File: src/rtl/mem_port_arbiter.sv
// Purpose: arbitrates the core's fetch and data ports onto one single-port memory; one transaction at a time.
// Latency: request sampled in IDLE, MREQ the next cycle, ACK one cycle after MREADY (3 cycles zero-wait).
// Backpressure: MREQ and its address/data are held until MREADY; core requests are held until their ACK.
//
// Ports:
//   CLK, RSTN                        clock, asynchronous active-low reset
//   IREQ, IADDR -> INSTR, IACK       instruction-fetch port (read only)
//   DREQ, DRW, DADDR, DWDATA
//                -> DRDATA, DACK     data port (DRW=1 write, 0 read)
//   MREQ, MRW, MADDR, MWDATA
//                <- MRDATA, MREADY   memory side, variable-latency ready handshake
//
// Optional build macro: MEM_PORT_ARB_STARVE_GUARD_EN
//   When defined, a streak counter lets a pending fetch win after DSTREAK
//   consecutive data grants. When undefined, data has strict priority.
//
// Every output comes straight from a flop; the output comb process only
// computes the next values.

module mem_port_arbiter #(
    parameter int AW      = 30,
    parameter int DW      = 32,
    parameter int DSTREAK = 4
) (
    input  logic          CLK,
    input  logic          RSTN,
    // instruction-fetch port
    input  logic          IREQ,
    input  logic [AW-1:0] IADDR,
    output logic [DW-1:0] INSTR,
    output logic          IACK,
    // data port
    input  logic          DREQ,
    input  logic          DRW,
    input  logic [AW-1:0] DADDR,
    input  logic [DW-1:0] DWDATA,
    output logic [DW-1:0] DRDATA,
    output logic          DACK,
    // memory port
    output logic          MREQ,
    output logic          MRW,
    output logic [AW-1:0] MADDR,
    output logic [DW-1:0] MWDATA,
    input  logic [DW-1:0] MRDATA,
    input  logic          MREADY
);

    // A streak limit of zero would let fetch always win, which is never intended.
    if (DSTREAK < 1) begin : g_bad_dstreak
        $error("mem_port_arbiter: DSTREAK must be at least 1");
    end

    typedef enum logic [1:0] {
        S_IDLE  = 2'd0,
        S_IBUSY = 2'd1,
        S_DBUSY = 2'd2,
        S_RESP  = 2'd3
    } state_t;

    state_t state;
    state_t state_nxt;

    logic starve;       // fetch has waited out its allowed data streak
    logic grant_data;
    logic grant_fetch;
    logic mem_done;     // memory completes the in-flight access this cycle

    // next values of the registered outputs
    logic          mreq_nxt;
    logic          mrw_nxt;
    logic [AW-1:0] maddr_nxt;
    logic [DW-1:0] mwdata_nxt;
    logic [DW-1:0] instr_nxt;
    logic [DW-1:0] drdata_nxt;
    logic          iack_nxt;
    logic          dack_nxt;

    // ------------------------------------------------------------------
    // Starvation guard
    // ------------------------------------------------------------------
`ifdef MEM_PORT_ARB_STARVE_GUARD_EN
    localparam int SW = $clog2(DSTREAK + 1);

    logic [SW-1:0] streak;
    logic [SW-1:0] streak_nxt;

    assign starve = IREQ && (streak == SW'(DSTREAK));

    // Counts data grants that jumped ahead of a waiting fetch. It never
    // passes DSTREAK because at DSTREAK the fetch is granted instead.
    always_comb begin
        streak_nxt = streak;
        if (state == S_IDLE) begin
            if (!IREQ) begin
                streak_nxt = '0;
            end else if (grant_data) begin
                streak_nxt = streak + SW'(1);
            end else if (grant_fetch) begin
                streak_nxt = '0;
            end
        end
    end

    always_ff @(posedge CLK or negedge RSTN) begin
        if (!RSTN) begin
            streak <= '0;
        end else begin
            streak <= streak_nxt;
        end
    end
`else
    assign starve = 1'b0;
`endif

    // ------------------------------------------------------------------
    // Arbitration decode (only meaningful in IDLE)
    // ------------------------------------------------------------------
    assign grant_data  = (state == S_IDLE) && DREQ && !starve;
    assign grant_fetch = (state == S_IDLE) && IREQ && !grant_data;

    // MREADY outside an active request is ignored.
    assign mem_done    = MREQ && MREADY;

    // ------------------------------------------------------------------
    // FSM: state register
    // ------------------------------------------------------------------
    always_ff @(posedge CLK or negedge RSTN) begin
        if (!RSTN) begin
            state <= S_IDLE;
        end else begin
            state <= state_nxt;
        end
    end

    // ------------------------------------------------------------------
    // FSM: next-state logic
    // ------------------------------------------------------------------
    always_comb begin
        state_nxt = state;
        case (state)
            S_IDLE: begin
                if (grant_data) begin
                    state_nxt = S_DBUSY;
                end else if (grant_fetch) begin
                    state_nxt = S_IBUSY;
                end
            end
            S_IBUSY, S_DBUSY: begin
                if (mem_done) begin
                    state_nxt = S_RESP;
                end
            end
            S_RESP: begin
                state_nxt = S_IDLE;
            end
            default: begin
                state_nxt = S_IDLE;
            end
        endcase
    end

    // ------------------------------------------------------------------
    // FSM: output logic (next values of the output registers)
    // ------------------------------------------------------------------
    always_comb begin
        mreq_nxt   = MREQ;
        mrw_nxt    = MRW;
        maddr_nxt  = MADDR;
        mwdata_nxt = MWDATA;
        instr_nxt  = INSTR;
        drdata_nxt = DRDATA;
        iack_nxt   = 1'b0;
        dack_nxt   = 1'b0;
        case (state)
            S_IDLE: begin
                if (grant_data) begin
                    mreq_nxt   = 1'b1;
                    mrw_nxt    = DRW;
                    maddr_nxt  = DADDR;
                    mwdata_nxt = DWDATA;
                end else if (grant_fetch) begin
                    // fetches are always reads with a clean write bus
                    mreq_nxt   = 1'b1;
                    mrw_nxt    = 1'b0;
                    maddr_nxt  = IADDR;
                    mwdata_nxt = '0;
                end
            end
            S_IBUSY: begin
                if (mem_done) begin
                    mreq_nxt  = 1'b0;
                    instr_nxt = MRDATA;
                    iack_nxt  = 1'b1;
                end
            end
            S_DBUSY: begin
                if (mem_done) begin
                    mreq_nxt = 1'b0;
                    // a write leaves the last read data in place
                    if (!MRW) begin
                        drdata_nxt = MRDATA;
                    end
                    dack_nxt = 1'b1;
                end
            end
            default: begin
                // RESP: the ACK pulse is already on the outputs; nothing to update
            end
        endcase
    end

    // ------------------------------------------------------------------
    // Output registers. Reset clears MREQ asynchronously, abandoning any
    // in-flight access without an acknowledge.
    // ------------------------------------------------------------------
    always_ff @(posedge CLK or negedge RSTN) begin
        if (!RSTN) begin
            MREQ   <= 1'b0;
            MRW    <= 1'b0;
            MADDR  <= '0;
            MWDATA <= '0;
            INSTR  <= '0;
            DRDATA <= '0;
            IACK   <= 1'b0;
            DACK   <= 1'b0;
        end else begin
            MREQ   <= mreq_nxt;
            MRW    <= mrw_nxt;
            MADDR  <= maddr_nxt;
            MWDATA <= mwdata_nxt;
            INSTR  <= instr_nxt;
            DRDATA <= drdata_nxt;
            IACK   <= iack_nxt;
            DACK   <= dack_nxt;
        end
    end

endmodule

File: config.mk
export PLATFORM = sky130hd
export DESIGN_NAME = mem_port_arbiter
export DESIGN_NICKNAME = d
export VERILOG_FILES = /design/src/rtl/mem_port_arbiter.sv
export SDC_FILE = /design/constraint.sdc
export NUM_CORES = 1
export LEC_CHECK = 0
export CAP_MARGIN = 20
export CORE_MARGIN = 8
export CORE_UTILIZATION = 40
export CTS_CLUSTER_SIZE = 30
export DETAILED_ROUTE_END_ITERATION = 10
export PLACE_DENSITY_LB_ADDON = 0.1
export SLEW_MARGIN = 20
export SYNTH_ARGS = -nofsm -noshare
export SYNTH_HDL_FRONTEND = slang
export SYNTH_SLANG_ARGS = --single-unit
File: constraint.sdc
create_clock -name CLK -period 4.3 [get_ports CLK]
set_input_delay 0.86 -clock CLK [delete_from_list [all_inputs] [get_ports CLK]]
set_output_delay 0.86 -clock CLK [all_outputs]
set_load 0.05 [all_outputs]
==> results.txt <==
----------------------------------------------------
[Job]
  Number of violations of the max-capacitance limit ... 0

[Clock tree]
  Worst-skew pair later-pin latency ... 0.41 ns
  CTS tree ... done
  Resized cells post-CTS ... 0
  Clock Tree Buf Depth ... 2
  TritonCTS Sinks ... 132
  Hold buffer count at CTS ... 0
  TritonCTS Buffers ... 17
  Cell at the root of the clock tree ... sky130_fd_sc_hd__clkbuf_16
  # Post-CTS Setup Buffers ... 0
  Clk pin slew, worst setup/hold paths ... 0.06 ns
  H-tree level count ... 4

[Die]
  Core Footprint ... 0.0131 sq mm
  Die Y-Extent ... 131 um
  Initial core utilization ... 40.3%
  Count of pins on the block boundary ... 260
  Row cnt ... 42
  Die W ... 131 um
  Area enclosed by the die boundary ... 0.0171 sq mm

[Logic synthesis]
  Number of flip-flops and latches in the synthesized netlist ... 132
  Post-synth top area share ... 62.6%
  Total number of yosys warnings ... 0
  Net count of the mapped netlist ... 475
  Biggest area consumer among synthesized cells ... sky130_fd_sc_hd__dfrtp_1
  Sequential-to-total area share from yosys stat ... 62.6%
  Count of distinct cell types in the synthesized netlist ... 22
  Synth top area cells ... sky130_fd_sc_hd__dfrtp_1 (63%), sky130_fd_sc_hd__a22o_1 (15%), sky130_fd_sc_hd__mux2_4 (8.5%)
  Number of instances in the synthesized netlist ... 341
  Post-synthesis average cell area ... 15.5 sq um
  Post-synthesis cell area ... 0.00528 sq mm

[Critical path]
  Startpoint of the worst-slack reg-to-reg timing path ... state[1]
  Arrival time reported for the critical path endpoint ... 1.70 ns
  Slowest Stage Delay on Critical Path ... 0.87 ns
  Standard cell with the maximum stage delay on the critical path ... sky130_fd_sc_hd__clkdlybuf4s50_1
  Classification of the worst setup path ... flop to primary output
  Startpoint type of the worst setup path ... flop
  Worst R2R Setup Slack ... 1.76 ns
  CP bufs+invs ... 1
  Worst path top cell family by delay ... buffers and inverters
  Capturing point of the worst reg2reg path ... state[0]
  Cell-by-cell listing of the critical path ... clkdlybuf4s50_1
  Critical Path Sink Type ... primary output
  Length in cells of the worst reg-to-reg path ... 7
  Critical path data required time ... 3.44 ns
  Maximum fanout along the worst path ... 5

[Timing]
  Measured slew at the worst slew-check pin ... 0.947 ns
  Post-Route Skew ... 0.00400 ns
  Setup tns final ... 0 ns
  Final setup viols ... 0
  Tcrit/Tclk final ... 59.5%
  Highest clock rate ... 391 MHz
  Max-slew violation count ... 0
  Clock period minus final worst setup slack ... 2.56 ns
  Number of hold violations in the final report ... 0
  Unrepaired setup endpoints after global routing ... no
  Max-Slew Margin vs Limit ... 36.9%

[Min path]
  Endpoint, Worst Hold ... MWDATA[7]
  Hold Crit Depth ... 1
  Beginning of the worst hold path ... MWDATA[7]
  Hold/Removal Path Class ... flop to flop

[Detailed routing]
  Detailed-route wire length ... 15600 um
  Detailed-routing iteration count for the pre-antenna-repair pass ... 4
  Number of vias after detailed routing ... 3888
  Count of routing violations after the opening detailed-route iteration ... 216
  Antenna-violating nets left ... 0
  Routed wire per std cell ... 19.8 um
  DRC ... 0
  Average via count per standard cell ... 4.94

[Cells and area]
  Area added between synthesis and finish ... 63.4%
  Net count reported at finish ... 732
  Layout fillers ... 993
  Antenna Cells ... 0
  Sequential standard cell area ... 0.00330 sq mm
  Final cell utilization of the core ... 65.9%
  Proportion of layout cells with a drive suffix above 1 ... 17.8%
  Non-filler instance count after layout ... 787
  Multi-input gate area in the final layout ... 0.00182 sq mm

[Global routing]
  Combined global-route utilization of all metal layers ... 18.5%
  Initial antenna violation count ... 0
  Number of global-route vias before repair ... 4237
  First-pass GRT wire length ... 23900 um
  Global route total overflow ... 0
  Maximum number of pins on one net before global-route repair ... 107

[Placed design]
  PortBufs ... 259
  Placed wire-length estimate ... 11500 um
  Count of placed standard cells including taps ... 755
  Last weighted congestion value of the routability-driven placer ... 0.767

[Pwr]
  Maximum resistive drop on vdd ... 0.364 mV
  Total power of the final layout ... 8030 uW
  Static leakage ... 0.00386 uW
  Power density over the cells ... 931 mW/mm^2

[Outcome]
  Result of the run ... completed

----------------------------------------------------
layout by cell type (no fill, tap or decap), drive strengths merged, types with 4 or more instances in the layout:
| cell | count |
|---|---|
| mux2 | 65 |
| inv | 4 |
| clkinvlp | 5 |
| ha | 4 |
| a22o | 93 |
| clkinv | 5 |
| clkbuf | 20 |
| dfrtp | 132 |
| buf | 8 |
| clkdlybuf4s50 | 258 |
registers in the layout (all words and copies together) (netlist names):
signal	cells
DRDATA	32
INSTR	32
MRW	1
MREQ	1
DACK	1
MWDATA	32
MADDR	30
state	2
IACK	1
logic make-up (layout without fill, tap and decap cells):
family,after synthesis,count (layout),share of synthesized area [%]
flops,132,132,62.6
compound gates,98,98,16.1
mux,67,67,16.4
buf+inv,32,302,3.22
simple gates,8,8,0.783
fa+ha+maj,4,4,0.948
Yosys cell counts:
| cell | instances |
|---|---|
| sky130_fd_sc_hd__buf_6 | 4 |
| sky130_fd_sc_hd__mux2i_1 | 2 |
| sky130_fd_sc_hd__nor2_1 | 2 |
| sky130_fd_sc_hd__nand2b_1 | 1 |
| sky130_fd_sc_hd__inv_1 | 4 |
| sky130_fd_sc_hd__nand2_1 | 1 |
| sky130_fd_sc_hd__mux2_4 | 30 |
| sky130_fd_sc_hd__clkbuf_1 | 8 |
| sky130_fd_sc_hd__nor2b_1 | 1 |
| sky130_fd_sc_hd__o21ai_0 | 1 |
| sky130_fd_sc_hd__a21o_1 | 1 |
| sky130_fd_sc_hd__a22oi_1 | 1 |
| sky130_fd_sc_hd__buf_2 | 16 |
| sky130_fd_sc_hd__mux2_2 | 35 |
| sky130_fd_sc_hd__o21ai_2 | 1 |
| sky130_fd_sc_hd__a21oi_1 | 1 |
| sky130_fd_sc_hd__ha_1 | 4 |
| sky130_fd_sc_hd__and2_1 | 1 |
| sky130_fd_sc_hd__dfrtp_1 | 132 |
| sky130_fd_sc_hd__and3_1 | 1 |
| sky130_fd_sc_hd__nand3_1 | 1 |
| sky130_fd_sc_hd__a22o_1 | 93 |
final cells by class:
type                            count  share of cell area [%]
Timing Repair Buffer              266                    30.9
Sequential cell                   132                    38.3
Clock buffer                       20                    5.41
Tap cell                          176                    2.55
Clock inverter                     12                    1.51
Inverter                            4                   0.174
Multi-Input combinational cell    177                    21.1
per-layer routing:
layer  share of wire, %  global-route usage, %
met1                 40                   21.9
met2                 49                   28.8
met3                 10                   8.12
met4                1.5                   7.70
met5                  0                      0
stage by stage:
step / area, sq um / hold WS, ns / worst slack, ns
after CTS: 8620 / 0.500 / 1.71
final: 8620 / 0.494 / 1.74
after floorplan: 5280 / 0.510 / 2.47
after detailed placement: 8030 / 0.481 / 1.41
after global placement: 8000 / 0.482 / 1.40
after global routing: 8620 / 0.505 / 1.58
power by group:
part,total (uW),internal [uW],switching [uW]
Combinational,4460,1680,2770
Sequential,2140,1820,321
Clock,1430,897,533
Total,8030,4400,3630
how the worst max path moves through the flow:
stage | depth (start not counted) | start | to
after floorplan | 4 | DREQ | state[0]
after global placement | 4 | MREADY | DRDATA[31]
after detailed placement | 5 | DREQ | state[0]
after CTS | 1 | MREQ | MREQ
after global routing | 7 | state[0] | state[0]
final | 1 | MREQ | MREQ
(Power assumes the default switching activity.)
